--- config.mk ---
export PLATFORM = sky130hd
export DESIGN_NAME = fft_frame_sequencer
export DESIGN_NICKNAME = d
export VERILOG_FILES = /design/src/rtl/fft_pkg.sv /design/src/rtl/fft_run_counter.sv /design/src/rtl/fft_frame_sequencer.sv
export SDC_FILE = /design/constraint.sdc
export NUM_CORES = 1
export LEC_CHECK = 0
export ABC_AREA = 1
export CAP_MARGIN = 20
export CORE_ASPECT_RATIO = 0.9
export CORE_MARGIN = 2
export CORE_UTILIZATION = 47
export CTS_BUF_LIST = sky130_fd_sc_hd__clkbuf_8
export DETAILED_ROUTE_END_ITERATION = 8
export HOLD_SLACK_MARGIN = 0.06
export PLACE_DENSITY = 0.65
export SYNTH_ARGS = -nofsm -noshare
export SYNTH_HDL_FRONTEND = slang
export SYNTH_HIERARCHICAL = 1
export SYNTH_SLANG_ARGS = --single-unit
--- constraint.sdc ---
create_clock -name clk -period 2.37 [get_ports clk]
set_clock_uncertainty 0.2 [all_clocks]
set_input_delay 0.237 -clock clk [delete_from_list [all_inputs] [get_ports clk]]
set_output_delay 0.237 -clock clk [all_outputs]
set_load 0.02 [all_outputs]
--- src/rtl/fft_pkg.sv ---
// Shared types and constants for the 64-point FFT frame sequencer.
package fft_pkg;

    typedef enum logic [1:0] {
        IDLE  = 2'd0,
        START = 2'd1,
        RUN   = 2'd2,
        DONE  = 2'd3
    } fft_seq_state_t;

    localparam int FFT_N               = 64;
    localparam int FFT_LOG2_N          = 6;
    localparam int FFT_CORE_CYCLES_DEF = 200;

endpackage

--- src/rtl/fft_run_counter.sv ---
// Loadable down-counter that times the FFT core's butterfly schedule.
// clr wins over load, load wins over dec; zero flags a terminal count.
module fft_run_counter #(
    parameter int CNT_W = 10
) (
    input  logic             clk,
    input  logic             rst,
    input  logic             clr,
    input  logic             load,
    input  logic [CNT_W-1:0] load_val,
    input  logic             dec,
    output logic [CNT_W-1:0] count,
    output logic             zero
);

    logic [CNT_W-1:0] count_q, count_d;

    always_comb begin
        count_d = count_q;
        if (clr) begin
            count_d = '0;
        end else if (load) begin
            count_d = load_val;
        end else if (dec && count_q != '0) begin
            count_d = count_q - 1'b1;
        end
    end

    always_ff @(posedge clk or negedge rst) begin
        if (!rst) begin
            count_q <= '0;
        end else begin
            count_q <= count_d;
        end
    end

    assign count = count_q;
    assign zero  = (count_q == '0);

endmodule

--- src/rtl/fft_frame_sequencer.sv ---
// Frame-level controller for the 64-point in-place FFT core.
// Optional 16-bit completed-frame counter enabled by FFT_SEQ_FRAME_CNT_EN.
module fft_frame_sequencer
    import fft_pkg::*;
#(
    parameter int N_POINTS    = FFT_N,
    parameter int CORE_CYCLES = FFT_CORE_CYCLES_DEF,
    parameter int CNT_W       = 10
) (
    input  logic        clk,
    input  logic        rst,
    input  logic        flush,
    input  logic        in_valid,
    output logic        in_ready,
    output logic        core_start,
    output logic        busy,
    output logic        out_valid,
    input  logic        out_ready
`ifdef FFT_SEQ_FRAME_CNT_EN
    ,
    output logic [15:0] frame_count
`endif
);

    // Reject configurations the core or the run counter cannot honour.
    if (N_POINTS != FFT_N || CORE_CYCLES < 1 || CORE_CYCLES > 1023 ||
        (CORE_CYCLES - 1) >= (2 ** CNT_W)) begin : g_bad_param
        $error("fft_frame_sequencer: illegal parameter set");
    end

    localparam logic [CNT_W-1:0] RUN_LOAD = CNT_W'(CORE_CYCLES - 1);

    fft_seq_state_t   state_q, state_d;
    logic             cnt_clr, cnt_load, cnt_dec, cnt_zero;
    logic [CNT_W-1:0] cnt_val;

    fft_run_counter #(.CNT_W(CNT_W)) u_run_counter (
        .clk      (clk),
        .rst      (rst),
        .clr      (cnt_clr),
        .load     (cnt_load),
        .load_val (RUN_LOAD),
        .dec      (cnt_dec),
        .count    (cnt_val),
        .zero     (cnt_zero)
    );

    always_comb begin
        state_d  = state_q;
        cnt_clr  = 1'b0;
        cnt_load = 1'b0;
        cnt_dec  = 1'b0;
        if (flush) begin
            state_d = IDLE;
            cnt_clr = 1'b1;
        end else begin
            unique case (state_q)
                IDLE:  if (in_valid) state_d = START;
                START: begin
                    state_d  = RUN;
                    cnt_load = 1'b1;
                end
                RUN: begin
                    if (cnt_zero) state_d = DONE;
                    else          cnt_dec = 1'b1;
                end
                DONE:  if (out_ready) state_d = IDLE;
                default: state_d = IDLE;
            endcase
        end
    end

    always_ff @(posedge clk or negedge rst) begin
        if (!rst) begin
            state_q <= IDLE;
        end else begin
            state_q <= state_d;
        end
    end

    assign in_ready   = (state_q == IDLE);
    assign core_start = (state_q == START);
    assign busy       = (state_q == START) || (state_q == RUN);
    assign out_valid  = (state_q == DONE);

`ifdef FFT_SEQ_FRAME_CNT_EN
    logic [15:0] frame_count_q, frame_count_d;

    // Survives flush; only a clean output handshake counts.
    always_comb begin
        frame_count_d = frame_count_q;
        if (state_q == DONE && out_ready && !flush && frame_count_q != 16'hFFFF) begin
            frame_count_d = frame_count_q + 16'd1;
        end
    end

    always_ff @(posedge clk or negedge rst) begin
        if (!rst) begin
            frame_count_q <= '0;
        end else begin
            frame_count_q <= frame_count_d;
        end
    end

    assign frame_count = frame_count_q;
`else
    logic unused_cnt;
    assign unused_cnt = ^cnt_val;
`endif

endmodule

After elaboration in Yosys (flattened, before gate mapping)
Index checks and enable logic that the tools add are counted.
Widths: inputs -> output; s select.
{"block": "totals", "ff_bits": 12}
{"block": "classes", "n_mux": 14, "eq_ne": 6, "add_sub_neg": 1, "n_reduce_logical": 7}
{"cell": "$mux 10", "n": 3}
{"cell": "$logic_not 10->1", "n": 1}
{"cell": "$reduce_bool 10->1", "n": 1}
{"cell": "$sub 10x1->10 const B", "n": 1}
{"cell": "$mux 2", "n": 4}
{"cell": "$pmux 2 s4", "n": 1}
{"cell": "$mux 1", "n": 6}
{"cell": "$ne 3x3->1 const B", "n": 2}
{"cell": "$eq 2x2->1 const B", "n": 2}
{"cell": "$ne 3x2->1 const B", "n": 1}
{"cell": "$reduce_and 3->1", "n": 1}
{"cell": "$reduce_bool 3->1", "n": 1}
{"cell": "$eq 2x1->1 const B", "n": 1}
{"cell": "$logic_not 2->1", "n": 1}
{"cell": "$logic_and 1x1->1", "n": 1}
{"cell": "$logic_or 1x1->1", "n": 1}

Depth between registers and ports, before layout
{"block": "depth", "ltp_word": 8, "mapped_depth": 14}

Hierarchy
The synthesis kept the hierarchy.
{"module": "fft_run_counter", "cells_each": 112, "n_inst": 1, "area_per_inst_um2": 740.7}
{"module": "fft_frame_sequencer", "cells_each": 31, "n_inst": 1, "area_per_inst_um2": 224.0}

Worst setup path before layout
OpenSTA, ideal clock, no wires.
{"block": "synth_path", "path_kind": "reg-to-reg", "from": "register state_q[1]", "to": "register u_run_counter.count_q[5], in the netlist u_run_counter/count[5]", "arrival_ps": 1534, "setup_ps": 126, "path_buffers": 1, "path_stages_with_launch": 10, "setup_slack_ps": 510, "cell_sequence": "dfrtp_1 inv_1 ha_1 inv_1 nor2_1 buf_2 inv_1 or2_2 nand2_1 o21ai_0"}
{"block": "synth_between", "elab_chain_cells": 5, "word_cells_on_any_way": 10}
{"item": "from (decl)", "line_no": "fft_frame_sequencer.sv:33", "source": "fft_seq_state_t state_q, state_d;"}
{"item": "from (signal assigned)", "line_no": "fft_frame_sequencer.sv:77", "source": "state_q <= state_d;"}
{"item": "$eq 2x1->1 (*)"}
{"item": "net core_start", "line_no": "fft_frame_sequencer.sv:15", "source": "output logic core_start,"}
{"item": "$mux 1 (*)", "line_no": "fft_frame_sequencer.sv:57", "source": "unique case (state_q)"}
{"item": "$mux 1 (*)", "line_no": "fft_frame_sequencer.sv:53", "source": "if (flush) begin"}
{"item": "net cnt_load", "line_no": "fft_frame_sequencer.sv:34", "source": "logic cnt_clr, cnt_load, cnt_dec, cnt_zero;"}
{"item": "$mux 10", "line_no": "fft_run_counter.sv:22", "source": "end else if (load) begin"}
{"item": "$mux 10", "line_no": "fft_run_counter.sv:20", "source": "if (clr) begin"}
{"item": "to (signal assigned)", "line_no": "fft_run_counter.sv:33", "source": "count_q <= count_d;"}
{"item": "to (decl)", "line_no": "fft_run_counter.sv:16", "source": "logic [CNT_W-1:0] count_q, count_d;"}
The timed path passes the listed nets; every way through them passes the cells marked *.
A chain may end at the register's enable or synchronous reset.

Worst setup path in the final report
{"block": "layout_path", "from": "register u_run_counter.count_q[0], in the netlist u_run_counter/count[0]", "to": "register u_run_counter.count_q[2], in the netlist u_run_counter/count[2]"}
{"block": "layout_between", "elab_chain_cells": 6, "word_cells_on_any_way": 11}
{"item": "$logic_not 10->1", "line_no": "fft_run_counter.sv:38", "source": "assign zero = (count_q == '0);"}
{"item": "net cnt_zero", "line_no": "fft_frame_sequencer.sv:34"}
{"item": "$mux 1", "line_no": "fft_frame_sequencer.sv:64", "source": "if (cnt_zero) state_d = DONE;"}
{"item": "$mux 1", "line_no": "fft_frame_sequencer.sv:57"}
{"item": "$mux 1", "line_no": "fft_frame_sequencer.sv:53"}
{"item": "net cnt_dec", "line_no": "fft_frame_sequencer.sv:34"}
{"item": "$logic_and 1x1->1", "line_no": "fft_run_counter.sv:24", "source": "end else if (dec && count_q != '0) begin"}
{"item": "$reduce_bool 3->1 (no source line)"}
The timed path passes the listed nets, and every way through them passes these cells. The select of a mux whose other input is x is not followed.

==> metrics.md <==
| Metric | Value |
|---|---|
| Post-synth top area cell | dfrtp_1 |
| Vias in the first global route | 824 |
| RePlAce Congestion | 0.807 |
| Yosys warns | 6 |
| # hold bufs at CTS | 0 |
| WP data required | 2.28 ns |
| Io pins | 9 |
| Ys flop type | dfrtp_1 |
| Cell Pwr Density | roughly 1300 mW/mm^2 |
| CP Cell Sequence | inv_1 -> ha_1 -> nand2_2 -> nor2_2 -> nand2_2 -> inv_1 -> nor2_1 -> nand2_2 -> inv_1 -> nand2_2 -> nand2_1 -> nand2_1 -> o21ai_0 |
| Comb power frac | between 60 and 70% |
| Switching share of total power | 47.1% |
| Via density per instance | 4.79 |
| GRT Total Usage | 21.6% |
| Worst-path clk slew | about 0.050 ns |
| Final period utilization | between 80% and 90% |
| DRC viols | 0 |
| Final Cell Area | 0.00118 sq mm |
| Top cells by count, synth | nand2_1, inv_1, nand3_1 |
| Total CTS buffers | 3 |
| Crit Path Class | register to register |
| DIE AREA | 0.00243 sq mm |
| Crit Path Max Fanout | 7 |
| Seq/Total Area, Yosys | 31.1% |
| Post-DP HPWL | between 1.5 and 2 mm |
| H-tree depth | 1 |
| Num rows | 15 |
| Post-Route WL | 2.20 mm |
| Initial Utilization | roughly half |
| Top-count cell post-synth | nand2_1 |
| CP top delay family | simple AND/OR/NAND/NOR gates |
| Core region area | ~0.0019 sq mm |
| Die X | 51.8 um |
| Pre-antenna DRT Iters | 4 |
| Setup bufs post-CTS | 0 |
| Psw | between 700 and 800 uW |
| Antenna violations before repair | 0 |
| Cell Area, Placed | 0.00112 sq mm |
| FFs w/ async S/R, synth | 100% |
| Largest net degree at the start of global routing | 13 |
| DRT iter0 DRCs | 16 |
| IO buf count | 8 |
| Critical path origin | u_run_counter/count[0]$_DFFE_PN0P_ |
| Final Hold Violating Endpoints | 0 |
| Setup TNS | 0 ns |
| CTS tree | done |
| Worst skew pair latency | roughly 0.24 ns |
| Status | finished, final reports clean |
| Ranking of synthesized cells by area | dfrtp_1, nand2_1, nand3_1 |
| Vias | around 900 |
| Crit end category | register |
| Post-synth EDFFs | 0 |
| Synth Area per Inst | 6.75 sq um |
| Clk buf depth | 2 |
| Worst hold path class | input port to async pin |
| Lkg Pwr | between 0.6 and 0.7 nW |
| Final ANT Viol Nets | 0 |
| Die height | 47.0 um |
| Share of cells above drive strength 1 | 12.7% |
| Count of cell types in the netlist | 20 |
| Slowest CP cell | dfrtp_1 |
| Diode count | 0 |
| Bufs and invs on worst path | 3 |
| Minimum clock period | 2.10 ns |
| Most frequent cell on the critical path | nand2_2 |
| Final net count | between 150 and 200 |
| First-pass GRT wire length | 3.72 mm |
| Routed WL per cell | 11.6 um |
| Root Buffer | clkbuf_8 |
| Crit Reg-Reg Startpoint | u_run_counter/count[0]$_DFFE_PN0P_ |
| Mapped Cells | 143 |
| Resized Gates After CTS | 0 |
| Area growth, synth to finish | 22.0% |
| Largest stage delay on the critical path | 0.39 ns |
| Startpoint types | register |
| VDD IR max | 0.823 mV |
| Int Pwr | 802 uW |
| Final setup fails | 0 |
| Fin. max-slew vios | 0 |
| Worst slew pin tran | 0.567 ns |
| MaxCap Viol Count | 0 |
| Worst path arrival time | roughly 2.0 ns |
| Global route total overflow | 0 |
| Clock Sinks | 12 |
| Fmax | 475 MHz |
| Synth Register Bits | 12 |
| Register share of total power | around a quarter |
| Unrepaired setup endpoints after global routing | no |
| Synthesized area | ~960 sq um |
| Clk network pwr share | 14.5% |
| Relative slew slack | 62.1% |
| Synth top area share | 31.1% |
==> worst paths after layout <==
kind	cells after the start	end	slack, ns
setup / recovery	13	u_run_counter/count[2]$_DFFE_PN0P_	0.27
hold / removal	1	u_run_counter/count[8]$_DFFE_PN0P_	0.16
setup reg to reg	13	u_run_counter/count[2]$_DFFE_PN0P_	0.27
hold reg to reg	2	state_q[0]$_DFFE_PN0P_	0.35
max in group asynchronous	1	state_q[1]$_DFFE_PN0P_	1.43
min in group clk	2	state_q[0]$_DFFE_PN0P_	0.35
==> metrics by stage <==
stage	setup WS, ns	hold slack, ns	total power [mW]	util [%]	instances
after floorplan	0.510	-0.259	1.04	-	151
after global placement	0.390	0.327	1.27	58.1	186
after detailed placement	0.312	0.338	1.29	58.1	186
after CTS	0.269	0.171	1.53	60.9	190
after global routing	0.0621	0.221	1.67	60.9	190
final	0.265	0.160	1.52	60.9	190
==> cell usage in the layout (no fill, tap or decap) <==
cell and instances:
a21oi_4 1, nor2_1 17, conb_1 10, buf_4 5, clkbuf_8 4, nand3_2 1, o21ai_0 12, clkdlybuf4s50_1 8
xor2_1 2, nand3_4 1, inv_1 18, nand2_1 38, xnor2_1 1, nand2_2 5, mux2i_1 1, nand3_1 18
nor2_2 3, or2_2 1, dfrtp_1 12, nand4_1 2, ha_1 5
==> state kept, by name (all words and copies together), names as in the netlist <==
| name | cells |
|---|---|
| u_run_counter/count | 10 |
| state_q | 2 |
==> worst reg2reg max path, delay by kind of cell (launching register included) <==
kind                       cells  cell delay [ns]
DFF                            1             0.39
adders and majority gates      1             0.25
buffers and inverters          3             0.20
and+or+nand+nor                8             0.81
AOI/OAI and AO/OA              1             0.12
==> power groups by stage <==
stage                     logic (mW)  clock network (mW)  registers (mW)
after detailed placement       0.913                   0           0.372
after floorplan                0.697                   0           0.347
after global placement         0.902                   0           0.369
final                          0.927               0.220           0.368
after CTS                      0.931               0.231           0.368
after global routing            1.04               0.241           0.382
==> area by class of cell <==
class                           count  area [sq um]
Tap cell                           25          31.3
Inverter                           18          67.6
Sequential cell                    12           300
Timing Repair Buffer               13           118
Multi-Input combinational cell    118           606
Clock buffer                        4          55.1
Fill cell                         195           756
==> routing by layer <==
metal,vias up,global-route usage [%],share of wire [%]
met3,0,5.73,3.8
met2,18,36.7,49
met4,0,6.32,0
met5,-,0,0
met1,407,27.6,47
li1,485,-,-
==> cell families after synthesis <==
logic type	count (synthesis)	share of synthesized area [%]
simple gates	86	40.7
buf+inv	21	9.21
fa+ha+maj	5	6.49
other cells	2	0.779
compound gates	13	7.91
flops	12	31.1
mux	1	1.04
xor+xnor	3	2.72
(Power assumes the default switching activity.)
